### config.mk
export PLATFORM = sky130hd
export DESIGN_NAME = seq_scan_ctrl_flat
export DESIGN_NICKNAME = d
export VERILOG_FILES = /design/src/rtl/seq_scan_if.sv /design/src/rtl/seq_scan_ctrl.sv /design/src/flat_wrapper.sv
export SDC_FILE = /design/constraint.sdc
export NUM_CORES = 1
export LEC_CHECK = 0
export ABC_AREA = 1
export CAP_MARGIN = 10
export CORE_UTILIZATION = 51
export DETAILED_ROUTE_END_ITERATION = 12
export GPL_TIMING_DRIVEN = 1
export HOLD_SLACK_MARGIN = 0.02
export PLACE_DENSITY = 0.89
export RECOVER_POWER = 100
export SETUP_SLACK_MARGIN = 0.1
export SYNTH_ARGS = -nofsm -noshare
export SYNTH_HDL_FRONTEND = slang
export SYNTH_SLANG_ARGS = --single-unit
### constraint.sdc
create_clock -name ck -period 1.9 [get_ports ck]
set_clock_uncertainty 0.15 [all_clocks]
set_input_delay 0.285 -clock ck [delete_from_list [all_inputs] [get_ports ck]]
set_output_delay 0.285 -clock ck [all_outputs]
set_load 0.01 [all_outputs]
### src/rtl/seq_scan_if.sv
// Handshake and result bundle between a frame source and the sequence-scan controller.
interface seq_scan_if #(
  parameter int DW = 16,
  parameter int PL = 3,
  parameter int CW = 5
);
  logic                    start;
  logic [DW-1:0]           frame;
  logic [PL-1:0]           pat;
  logic                    overlap;
  logic                    busy;
  logic                    done;
  logic                    hit;
  logic [$clog2(DW)-1:0]   hit_pos;
  logic [CW-1:0]           match_cnt;

  modport master (
    output start, frame, pat, overlap,
    input  busy, done, hit, hit_pos, match_cnt
  );

  modport slave (
    input  start, frame, pat, overlap,
    output busy, done, hit, hit_pos, match_cnt
  );
endinterface

### src/rtl/seq_scan_ctrl.sv
// Shifts a latched frame MSB-first through a PL-bit pattern matcher, reporting
// each match position, a saturating match count and a one-cycle done pulse.
module seq_scan_ctrl #(
  parameter int DW = 16,
  parameter int PL = 3,
  parameter int CW = 5
) (
  input logic      ck,
  input logic      r,
  seq_scan_if.slave bus
);
  localparam int KW = $clog2(DW);
  localparam int NW = $clog2(PL + 1);

  typedef enum logic [1:0] {IDLE, SHIFT, DONE} state_t;

  state_t          state, state_nx;
  logic [DW-1:0]   sreg;
  logic [PL-1:0]   pat_q;
  logic            ovl_q;
  logic [PL-1:0]   hist;
  logic [NW-1:0]   nv;
  logic [KW-1:0]   k;

  logic            busy_q, done_q, hit_q;
  logic            busy_nx, done_nx, hit_nx;
  logic [KW-1:0]   pos_q;
  logic [CW-1:0]   cnt_q;

  logic [PL-1:0]   hist_nx;
  logic [NW-1:0]   nv_inc;
  logic            match;
  logic            last;

  function automatic logic [CW-1:0] sat_inc(input logic [CW-1:0] v);
    return (&v) ? v : v + CW'(1);
  endfunction

  function automatic logic [NW-1:0] sat_nv(input logic [NW-1:0] v);
    return (v == NW'(PL)) ? v : v + NW'(1);
  endfunction

  // Match evaluation for the bit currently at the head of the shift register
  always_comb begin
    hist_nx = {hist[PL-2:0], sreg[DW-1]};
    nv_inc  = sat_nv(nv);
    match   = (state == SHIFT) && (nv_inc == NW'(PL)) && (hist_nx == pat_q);
    last    = (k == KW'(DW - 1));
  end

  // State register and registered control outputs
  always_ff @(posedge ck) begin
    if (r) begin
      state  <= IDLE;
      busy_q <= 1'b0;
      done_q <= 1'b0;
      hit_q  <= 1'b0;
    end else begin
      state  <= state_nx;
      busy_q <= busy_nx;
      done_q <= done_nx;
      hit_q  <= hit_nx;
    end
  end

  always_comb begin
    state_nx = state;
    unique case (state)
      IDLE:    if (bus.start) state_nx = SHIFT;
      SHIFT:   if (last) state_nx = DONE;
      DONE:    state_nx = IDLE;
      default: state_nx = IDLE;
    endcase
  end

  always_comb begin
    busy_nx = (state_nx == SHIFT);
    done_nx = (state == DONE);
    hit_nx  = match;
  end

  // Frame datapath: latch on accept, shift and count while scanning
  always_ff @(posedge ck) begin
    if (r) begin
      sreg  <= '0;
      pat_q <= '0;
      ovl_q <= 1'b0;
      hist  <= '0;
      nv    <= '0;
      k     <= '0;
      pos_q <= '0;
      cnt_q <= '0;
    end else begin
      unique case (state)
        IDLE: begin
          if (bus.start) begin
            sreg  <= bus.frame;
            pat_q <= bus.pat;
            ovl_q <= bus.overlap;
            hist  <= '0;
            nv    <= '0;
            k     <= '0;
            cnt_q <= '0;
          end
        end
        SHIFT: begin
          sreg <= sreg << 1;
          hist <= hist_nx;
          // Non-overlapping mode needs PL fresh bits after every match
          nv   <= (match && !ovl_q) ? '0 : nv_inc;
          if (!last) k <= k + KW'(1);
          if (match) begin
            pos_q <= k;
            cnt_q <= sat_inc(cnt_q);
          end
        end
        default: ;
      endcase
    end
  end

  assign bus.busy      = busy_q;
  assign bus.done      = done_q;
  assign bus.hit       = hit_q;
  assign bus.hit_pos   = pos_q;
  assign bus.match_cnt = cnt_q;
endmodule

### src/flat_wrapper.sv
// flat-port wrapper written by rule: the top's interface ports become plain ports
module seq_scan_ctrl_flat 
#(
  parameter int DW = 16,
  parameter int PL = 3,
  parameter int CW = 5
)
  (ck, r, bus_start, bus_frame, bus_pat, bus_overlap, bus_busy, bus_done, bus_hit, bus_hit_pos, bus_match_cnt);
  seq_scan_if #(.DW(DW), .PL(PL), .CW(CW)) bus_i ();
  input logic ck;
  input logic r;
  input wire logic [$bits(bus_i.start)-1:0] bus_start;
  input wire logic [$bits(bus_i.frame)-1:0] bus_frame;
  input wire logic [$bits(bus_i.pat)-1:0] bus_pat;
  input wire logic [$bits(bus_i.overlap)-1:0] bus_overlap;
  output wire logic [$bits(bus_i.busy)-1:0] bus_busy;
  output wire logic [$bits(bus_i.done)-1:0] bus_done;
  output wire logic [$bits(bus_i.hit)-1:0] bus_hit;
  output wire logic [$bits(bus_i.hit_pos)-1:0] bus_hit_pos;
  output wire logic [$bits(bus_i.match_cnt)-1:0] bus_match_cnt;
  assign bus_i.start = bus_start;
  assign bus_i.frame = bus_frame;
  assign bus_i.pat = bus_pat;
  assign bus_i.overlap = bus_overlap;
  assign bus_busy = bus_i.busy;
  assign bus_done = bus_i.done;
  assign bus_hit = bus_i.hit;
  assign bus_hit_pos = bus_i.hit_pos;
  assign bus_match_cnt = bus_i.match_cnt;
  seq_scan_ctrl #(.DW(DW), .PL(PL), .CW(CW)) u_core (.ck(ck), .r(r), .bus(bus_i));
endmodule
==> results.cfg <==
[detailed_routing]
wl_met1_mm = 1.70
drtIter0Drc = 182
viasPerCell = 5.06
totalWireLength_mm = 3.71
num_vias = 1715
dr_wl_met2_mm = 1.82
top_layer = met4
route.met3.wl_um = 135
wl_per_cell_um = 10.9
drc = 0
postRouteAntennaNets = 0
dr.pass1.iters = 4

[sta]
hold_violations = 0
max_freq_mhz = 560
worst_slew_pin_slew_ns = 0.514
maxSlewViolCount = 0
rsz0062_at_grt = false
fin_crit_ns = 1.79
max_slew_margin_pct = 65.7
fin_tns_setup_ns = 0
setup_viol = 0
min_period_over_period_pct = 94.0
hold_ws_ns = 0.321

[global_route]
grt_max_degree = 34
grt_pass1_vias = 1463
track_usage_pct = 21.7
grt_first_pass_wirelength_mm = 6.06
antenna_found_initial = 0
overflow = 0

[flow_run]
cap_violations = 0

[cells_and_area]
drive_gt1_share_pct = 7.17
areaGrowthSynthToFinish_pct = 25.3
nets = 320
antenna_cells = 0
fillers = 312

[cts]
clock_latency_ns = 0.35
cts_root_buffer = clkbuf_4
htreeDepth = 2
clock-sinks = 42
cts_setup_buffers = 0
cts_tree = done
cts.path.max_buffers = 2
clk_pin_slew_ns = 0.11
cts-buffers-inserted = 5

[synthesis]
synth_cells = 255
netlist_area_sq_um = 1820
synthTopCellsByArea = dfxtp_1 46%, nand2_1 11%, a21oi_1 9.9%, nor2_1 7.8%, inv_1 4.5%
synthAdderAreaFrac_pct = 2.06
yosysTopAreaCell = dfxtp_1
seq_area_frac_synth_pct = 46.2
synth_compound_gate_area_share_pct = 18.0
syn_nets = 281
synth-simple-area-share_pct = 24.9
synth_top_family_by_area = simple AND/OR/NAND/NOR gates
synthXorXnorAreaFrac_pct = 0
synth_top_area_share_pct = 46.2
synthMuxAreaShare_pct = 0
synth_warnings = 0
avgSynthCellArea_sq_um = 7.13
synth-seq-cells = 42
synthDistinctLibCells = 21

[pwr]
sw_frac_of_total_pct = 26.1
p_leak_nw = 0.973
intPower_mw = 1.22
power_frac_seq_pct = 58.3
power_density_nw_per_um2 = 724
pwr-share-comb_pct = 15.7
peakVddDrop_uv = 470
clockPowerShare_pct = 26.0
power_switching_mw = 0.430

[worst_setup_path]
slowest_delay_ns = 0.62
cp.required_ns = 1.46
start_kind = register
critPathTopFamily = buffers and inverters
path_buf_inv = 1
r2r_cells = 10
ff2ff_setup_slack_ns = 0.18
r2r_end = u_core.bus.match_cnt[4]
cp_slowest_cell = dlygate4sd3_1
cp_cell_sequence = dlygate4sd3_1
crit_path_max_fanout = 4
worstPathArrival_ns = 1.35
worstSetupPathType = register to primary output
end_kind = primary output
reg2reg_from = u_core.bus.match_cnt[0]

[floorplanning]
die_w_um = 61.7
start_util_pct = 54.1
dieArea_sq_um = 3810
coreArea_sq_um = 3360
dieHeight_um = 61.7
num_io_pins = 35
num_rows = 21

[worst_hold_path]
hp-start = u_core.ovl_q
hold_depth = 2
min_to = u_core.ovl_q
min_path_type = register to register

[placed_design]
globalplace.congestion = 0.818
io_buffers = 34
dp_hpwl_mm = 2.59

[run_status]
status = finished clean
synthesized netlist by cell type:
library cell   n
nand3_1       12
a21oi_1       36
o211ai_1       2
clkbuf_1       5
o21ai_0       11
nor2_1        38
buf_2          4
o21ai_1       11
inv_1         22
nand2_2        1
inv_2          4
nor3_1         3
a211oi_1       1
dfxtp_1       42
nor3b_2        1
nor2_4         1
nand2_1       53
a22oi_1        2
ha_1           3
buf_6          2
or2_2          1
layer usage:
metal / up-vias / global-route usage, %
li1: 897 / -
met1: 779 / 25.8
met2: 32 / 38.1
met3: 7 / 5.59
met4: 0 / 7.62
met5: - / 0
how the worst max path moves through the flow:
stage | start | cells past startpoint | end | slack [ns]
after floorplan | u_core.bus.match_cnt[0] | 9 | u_core.bus.match_cnt[2] | 0.30
after global placement | bus_start | 7 | u_core.sreg[13] | 0.15
after detailed placement | u_core.bus.match_cnt[0] | 10 | u_core.bus.match_cnt[4] | 0.09
after CTS | u_core.bus.match_cnt[0] | 1 | bus_match_cnt[0] | 0.12
after global routing | u_core.bus.match_cnt[0] | 9 | u_core.bus.match_cnt[1] | 0.06
final | u_core.bus.match_cnt[1] | 1 | bus_match_cnt[1] | 0.11
cell families after synthesis:
family                     count (synthesis)
buffers and inverters                     37
adders and majority gates                  3
AOI/OAI and AO/OA                         63
and+or+nand+nor                          110
DFF                                       42
flip-flops by register name, summed over array words and instances, names as in the netlist, 2 cells and up:
register and flops:
u_core.sreg 16, u_core.bus.match_cnt 5, u_core.bus.hit_pos 4, u_core.k 4
u_core.pat_q 3, u_core.hist 2, u_core.nv 2, u_core.state 2
cell usage in the layout (no fill, tap or decap), drive strengths merged:
master         instances
dfxtp                 42
nor3b                  1
clkdlybuf4s50         21
dlygate4sd3           11
clkdlybuf4s25          2
or2                    1
nand3                 12
buf                    6
ha                     3
a22oi                  2
a211oi                 1
o21ai                 22
nand2                 55
a21oi                 36
o211ai                 2
inv                   26
nor3                   3
nor2                  39
clkbuf                 8
power groups by stage:
stage / logic, mW / clock network, mW / registers (mW)
floorplan: 0.165 / 0 / 0.979
global placement: 0.260 / 0 / 0.979
detailed placement: 0.266 / 0 / 0.981
CTS: 0.268 / 0.434 / 0.961
global route: 0.295 / 0.470 / 0.967
finish: 0.259 / 0.428 / 0.961
timing repair:
action | CTS | global route
endpoints found under the setup margin | 4 | 7
gates cloned | 0 | 1
hold buffers | 0 | 0
endpoints found under the hold margin | 0 | 0
resized for setup | 1 | 5
pin swaps | 0 | 1
stage by stage:
stage / instance area (sq um) / util [%] / total power, mW / std cells / setup slack [ns]
3_5_place_dp: 2210 / 65.8 / 1.25 / 332 / 0.0880
6_report: 2280 / 67.7 / 1.65 / 339 / 0.114
3_3_place_gp: 2210 / 65.8 / 1.24 / 332 / 0.152
2_1_floorplan: 1820 / - / 1.14 / 255 / 0.304
4_1_cts: 2270 / 67.4 / 1.66 / 338 / 0.117
5_1_grt: 2280 / 67.7 / 1.73 / 339 / 0.0569
layout make-up:
cell class	instances	area, sq um	share of cell area [%]
inverters	26	97.6	4.29
repair buffers	42	395	17.4
clock buffers	6	51.3	2.25
well taps	46	57.6	2.53
multi-input cells	177	835	36.6
flip-flops and latches	42	841	36.9
Power figures use the tool's default switching activity.
